[config.mk]
export PLATFORM = sky130hd
export DESIGN_NAME = writeback_queue_flat
export DESIGN_NICKNAME = d
export VERILOG_FILES = /design/src/rtl/writeback_queue_if.sv /design/src/rtl/writeback_queue.sv /design/src/flat_wrapper.sv
export SDC_FILE = /design/constraint.sdc
export NUM_CORES = 1
export LEC_CHECK = 0
export CORE_MARGIN = 3
export CORE_UTILIZATION = 58
export CTS_CLUSTER_SIZE = 10
export DETAILED_ROUTE_END_ITERATION = 7
export PLACE_DENSITY = 0.95
export SLEW_MARGIN = 20
export SYNTH_ARGS = -nofsm -noshare
export SYNTH_HDL_FRONTEND = slang
export SYNTH_SLANG_ARGS = --single-unit
[constraint.sdc]
create_clock -name Clk -period 10.7 [get_ports Clk]
set_input_delay 2.14 -clock Clk [delete_from_list [all_inputs] [get_ports Clk]]
set_output_delay 2.14 -clock Clk [all_outputs]
set_load 0.02 [all_outputs]
[src/rtl/writeback_queue_if.sv]
// Writeback-stage request channel into writeback_queue: a valid/ready handshake
// carrying a destination register address and its data.
interface writeback_queue_if #(
   parameter int AW = 5,
   parameter int DW = 32
);
   logic          WbValid;
   logic          WbReady;
   logic [AW-1:0] WbRegister;
   logic [DW-1:0] WbData;

   modport master (output WbValid, WbRegister, WbData, input WbReady);
   modport slave  (input WbValid, WbRegister, WbData, output WbReady);
endinterface

[src/rtl/writeback_queue.sv]
// In-order write buffer in front of the 32x32 regfile write port. It drains one entry
// per cycle and forwards still-pending writes onto both operand read ports.
module writeback_queue #(
   parameter int DEPTH = 4,
   parameter int AW    = 5,
   parameter int DW    = 32
) (
   input  logic                     Clk,
   input  logic                     Reset,
   writeback_queue_if.slave         wb,
   input  logic                     DrainHold,
   output logic [AW-1:0]            WriteRegister,
   output logic [DW-1:0]            WriteData,
   output logic                     RegWrite,
   input  logic [AW-1:0]            ReadRegister1,
   input  logic [AW-1:0]            ReadRegister2,
   input  logic [DW-1:0]            ReadData1,
   input  logic [DW-1:0]            ReadData2,
   output logic [DW-1:0]            Operand1,
   output logic [DW-1:0]            Operand2,
   output logic [$clog2(DEPTH):0]   Count
);
   localparam int PW = $clog2(DEPTH);
   localparam int CW = PW + 1;

   logic [PW-1:0] r_head;
   logic [PW-1:0] r_tail;
   logic [CW-1:0] r_count;
   logic [AW-1:0] r_addr [DEPTH];
   logic [DW-1:0] r_data [DEPTH];

   logic          w_not_empty;
   logic          w_enq_stored;
   logic          w_drain;
   logic [PW-1:0] w_idx;
   logic [DW-1:0] w_op1;
   logic [DW-1:0] w_op2;

   // Held low during reset so no handshake can complete while requests are discarded.
   assign wb.WbReady   = ~Reset & (r_count != CW'(DEPTH));
   assign w_not_empty  = (r_count != '0);
   assign w_drain      = w_not_empty & ~DrainHold;
   assign w_enq_stored = wb.WbValid & wb.WbReady & (wb.WbRegister != '0);

   assign RegWrite      = w_drain;
   assign WriteRegister = w_not_empty ? r_addr[r_head] : '0;
   assign WriteData     = w_not_empty ? r_data[r_head] : '0;
   assign Count         = r_count;
   assign Operand1      = w_op1;
   assign Operand2      = w_op2;

   // NOTE: sequential state uses <= so every register samples pre-edge values together.
   always_ff @(posedge Clk or posedge Reset) begin
      if (Reset) begin
         r_head  <= '0;
         r_tail  <= '0;
         r_count <= '0;
      end else begin
         if (w_enq_stored) r_tail <= r_tail + PW'(1);
         if (w_drain)      r_head <= r_head + PW'(1);
         r_count <= r_count + CW'(w_enq_stored) - CW'(w_drain);
      end
   end

   // NOTE: the payload array has no reset; occupancy alone decides which slots are valid.
   always_ff @(posedge Clk) begin
      if (w_enq_stored) begin
         r_addr[r_tail] <= wb.WbRegister;
         r_data[r_tail] <= wb.WbData;
      end
   end

   // Walk oldest to youngest so the last hit is the most recently enqueued write.
   // NOTE: every always_comb output gets a default first so no latch is inferred.
   always_comb begin
      w_op1 = ReadData1;
      w_op2 = ReadData2;
      w_idx = r_head;
      for (int k = 0; k < DEPTH; k++) begin
         w_idx = r_head + PW'(k);
         if (CW'(k) < r_count) begin
            if (r_addr[w_idx] == ReadRegister1) w_op1 = r_data[w_idx];
            if (r_addr[w_idx] == ReadRegister2) w_op2 = r_data[w_idx];
         end
      end
      if (ReadRegister1 == '0) w_op1 = '0;
      if (ReadRegister2 == '0) w_op2 = '0;
   end
endmodule

[src/flat_wrapper.sv]
// flat-port wrapper written by rule: the top's interface ports become plain ports
module writeback_queue_flat 
#(
   parameter int DEPTH = 4,
   parameter int AW    = 5,
   parameter int DW    = 32
)
  (Clk, Reset, DrainHold, WriteRegister, WriteData, RegWrite, ReadRegister1, ReadRegister2, ReadData1, ReadData2, Operand1, Operand2, Count, wb_WbValid, wb_WbRegister, wb_WbData, wb_WbReady);
  writeback_queue_if #(.AW(AW), .DW(DW)) wb_i ();
  input  logic Clk;
  input  logic Reset;
  input  logic DrainHold;
  output logic [AW-1:0] WriteRegister;
  output logic [DW-1:0] WriteData;
  output logic RegWrite;
  input  logic [AW-1:0] ReadRegister1;
  input  logic [AW-1:0] ReadRegister2;
  input  logic [DW-1:0] ReadData1;
  input  logic [DW-1:0] ReadData2;
  output logic [DW-1:0] Operand1;
  output logic [DW-1:0] Operand2;
  output logic [$clog2(DEPTH):0] Count;
  input wire logic [$bits(wb_i.WbValid)-1:0] wb_WbValid;
  input wire logic [$bits(wb_i.WbRegister)-1:0] wb_WbRegister;
  input wire logic [$bits(wb_i.WbData)-1:0] wb_WbData;
  output wire logic [$bits(wb_i.WbReady)-1:0] wb_WbReady;
  assign wb_i.WbValid = wb_WbValid;
  assign wb_i.WbRegister = wb_WbRegister;
  assign wb_i.WbData = wb_WbData;
  assign wb_WbReady = wb_i.WbReady;
  writeback_queue #(.DEPTH(DEPTH), .AW(AW), .DW(DW)) u_core (.Clk(Clk), .Reset(Reset), .wb(wb_i), .DrainHold(DrainHold), .WriteRegister(WriteRegister), .WriteData(WriteData), .RegWrite(RegWrite), .ReadRegister1(ReadRegister1), .ReadRegister2(ReadRegister2), .ReadData1(ReadData1), .ReadData2(ReadData2), .Operand1(Operand1), .Operand2(Operand2), .Count(Count));
endmodule
==> impl_metrics.tcl <==
set metrics [dict create \
    die-area_sq_um 21800 \
    switchingPower_w 0.00181 \
    grt_pass1_vias 10700 \
    p_clk_share_pct 14.3 \
    drcViolationCount 0 \
    layout_commonest_cell "clkdlybuf4s50_1" \
    worstSkewPairLatency_ps 430 \
    io_buffers 220 \
    finalHoldViolCount 0 \
    worstHoldPathCells 2 \
    gp_congestion 0.881 \
    area_growth_pct 23.4 \
    setup_viol 0 \
    path_class "in2out" \
    hold_buffers 0 \
    cts.clk_slew.worst_paths_ps 60 \
    start_kind "input pin" \
    drtAntennaViolNets 0 \
    cp_cell_sequence "clkdlybuf4s50_1, xor2_1, or4_4, a21oi_4, buf_4, mux2i_1, a211o_1, a31oi_1, clkdlybuf4s50_1" \
    reg2reg_depth 5 \
    synthCells 1223 \
    fmax_mhz 123 \
    cts_tree "done" \
    critPathMostFrequentCell "clkdlybuf4s50_1" \
    crit_fanout 18 \
    ctsLongestPathBuffers 2 \
    synth.avg_cell_area_sq_um 9.53 \
    crit_path_end_kind "primary output" \
    initial_core_util_pct 59.5 \
    syn-num-nets 1347 \
    post_drt_wl_per_cell_um 21.5 \
    cp.required_ps 8560 \
    post-cts-setup-buffers 0 \
    antenna_found_initial 3 \
    track_usage_pct 31.2 \
    comb_power_share_pct 64.0 \
    synthArstFlopShare_pct 4.52 \
    drt-vias-per-instance 6.65 \
    gr-total-overflow 0 \
    synth-edff-count 148 \
    crit_buf_inv 3 \
    drt_first_pass_iters 6 \
    worst_path_max_delay_cell "a21oi_4" \
    status "finished, final reports clean" \
    sw_frac_of_total_pct 45.4 \
    rsz0062_at_grt "false" \
    ios 221 \
    worst_slew_pin_slew_ps 1130 \
    seq_area_frac_synth_pct 39.6 \
    crit_path_start "ReadRegister1[4]" \
    drt_iter0_drc 1264 \
    fin_nets 1478 \
    ys.flop_type "edfxtp_1" \
    final_cell_mix "clkdlybuf4s50_1, edfxtp_1, nand2_1" \
    synth.cell_area_sq_um 11700 \
    p_per_area_nw_per_um2 278 \
    intPower_w 0.00218 \
    period_share_pct 76.2 \
    fin_setup_tns_ps 0 \
    slowest_delay_ps 810 \
    path_delay_family "buffers and inverters" \
    dp_cells 1600 \
    fillerInstances 1366 \
    period_minus_slack_ps 8150 \
    cts_resized 0 \
    regToRegSetupSlack_ps 7900 \
    hold_class "reg2reg" \
    cp-endpoint "Operand1[22]" \
    grt_max_degree 100 \
    fin_cells 1633 \
    ys_ff_latch 155 \
    dpl_cell_area_sq_um 13800 \
    r2r-start "u_core.Count[0]" \
    leakage_nw 5.06 \
    worstPathArrival_ps 6010 \
    yosysWarnings 0 \
    numCtsBuffers 17 \
    slew_viol_final 0 \
    ir_drop_mv 0.231 \
    cts_sinks 155 \
    relSlewSlack_pct 24.4 \
    rr_endpoint "u_core.r_data[0][25]" \
    vias 10900 \
    totalWireLength_um 35100 \
    die_y_um 148 \
    num_rows 51 \
    min-delay-start "u_core.r_tail[1]" \
    crit_cells 9 \
    die_w_um 148 \
    grt_pass1_wl_um 54400 \
    core_sq_um 19600 \
    maxCapViolations 0 \
    hpwl_um 22400 \
    ys_types 39 \
    final_area_sq_um 14400 \
    p_seq_share_pct 21.6 \
    layout-drive-gt1-share_pct 7.97 \
    skew_ps 7.82 \
    cts.htree.levels 4 \
    root_buffer "clkbuf_16" \
]
==> registers in the layout, indices dropped and copies added, names as in the netlist <==
name and cells:
u_core.Count 3, u_core.r_addr 20, u_core.r_data 128, u_core.r_head 2, u_core.r_tail 2
==> per-stage QoR <==
| step | hold slack (ps) | power (W) | setup slack (ps) | util (%) |
|---|---|---|---|---|
| 2_1_floorplan | 580 | 0.00255 | 4360 | - |
| 3_3_place_gp | 600 | 0.00330 | 2710 | 70.5 |
| 3_5_place_dp | 640 | 0.00338 | 2600 | 70.5 |
| 4_1_cts | 660 | 0.00396 | 2590 | 73.4 |
| 5_1_grt | 710 | 0.00421 | 2470 | 73.4 |
| 6_report | 670 | 0.00400 | 2550 | 73.4 |
==> worst register-to-register path, stage by stage, from the launching register on <==
cell     delay, ps
dfrtp_1        480
inv_1          130
a31oi_1        200
nand2_1         90
a21oi_1        510
and2_2        1000
==> power by group through the flow <==
stage	Clock (W)	Sequential, W	Combinational [W]
after floorplan	0	0.000792	0.00176
final	0.000572	0.000865	0.00256
after global routing	0.000599	0.000880	0.00273
after global placement	0	0.000863	0.00244
after detailed placement	0	0.000873	0.00251
after CTS	0.000573	0.000861	0.00253
==> synth_stat cells (all sizes together) (2+ instances only) <==
cell type  instances  area share, %
nor4               6           0.45
mux2              32            3.1
inv               12           0.39
xor2              30            2.3
a21oi            128            5.6
a211oi            60            3.9
o21ai             96            4.1
mux2i            109            9.4
xnor2             16            1.2
dfrtp              7            1.5
a211o             32            2.4
mux4              18            3.5
nor3               6           0.26
ha                 8           0.86
nand2            136            4.4
nor2              38            1.2
a221o             32            2.7
and3               2           0.11
nand3              6           0.26
clkbuf            87            2.8
edfxtp           148             38
buf               36            1.8
a31oi             65            3.5
nand2b             2           0.11
nor2b             99            5.3
and2               5           0.27
==> worst min-delay path by stage <==
stage,endpoint,slack (ps)
after detailed placement,u_core.r_tail[0],640
after global routing,u_core.r_tail[1],710
after global placement,u_core.r_tail[1],600
after floorplan,u_core.r_tail[1],580
final,u_core.r_tail[1],670
after CTS,u_core.r_tail[0],660
==> cells by family (layout without fill, tap and decap cells) <==
group	Yosys count	count (layout)	synth area share (%)
simple gates	303	303	12.6
xor+xnor	46	46	3.46
compound gates	416	416	22.4
other cells	0	1	0
mux	159	159	15.9
fa+ha+maj	9	9	1.03
buf+inv	135	279	4.95
flops	155	155	39.6
==> per-layer routing <==
metal	global-route usage, %	up-vias	part of all wire [%]
li1	-	4866	-
met3	6.04	140	11
met5	0	-	0.068
met2	52.7	761	48
met4	16.1	4	4.2
met1	38.1	5095	37
==> layout make-up <==
cell class,count,area (sq um),area share [%]
Inverter,12,47.5,0.331
Multi-Input combinational cell,933,6500,45.2
Clock inverter,14,130,0.905
Clock buffer,18,429,2.98
Antenna cell,1,2.50,0.0174
Timing Repair Buffer,235,2320,16.1
Sequential cell,155,4630,32.2
Tap cell,265,332,2.31
Power figures use the tool's default switching activity.
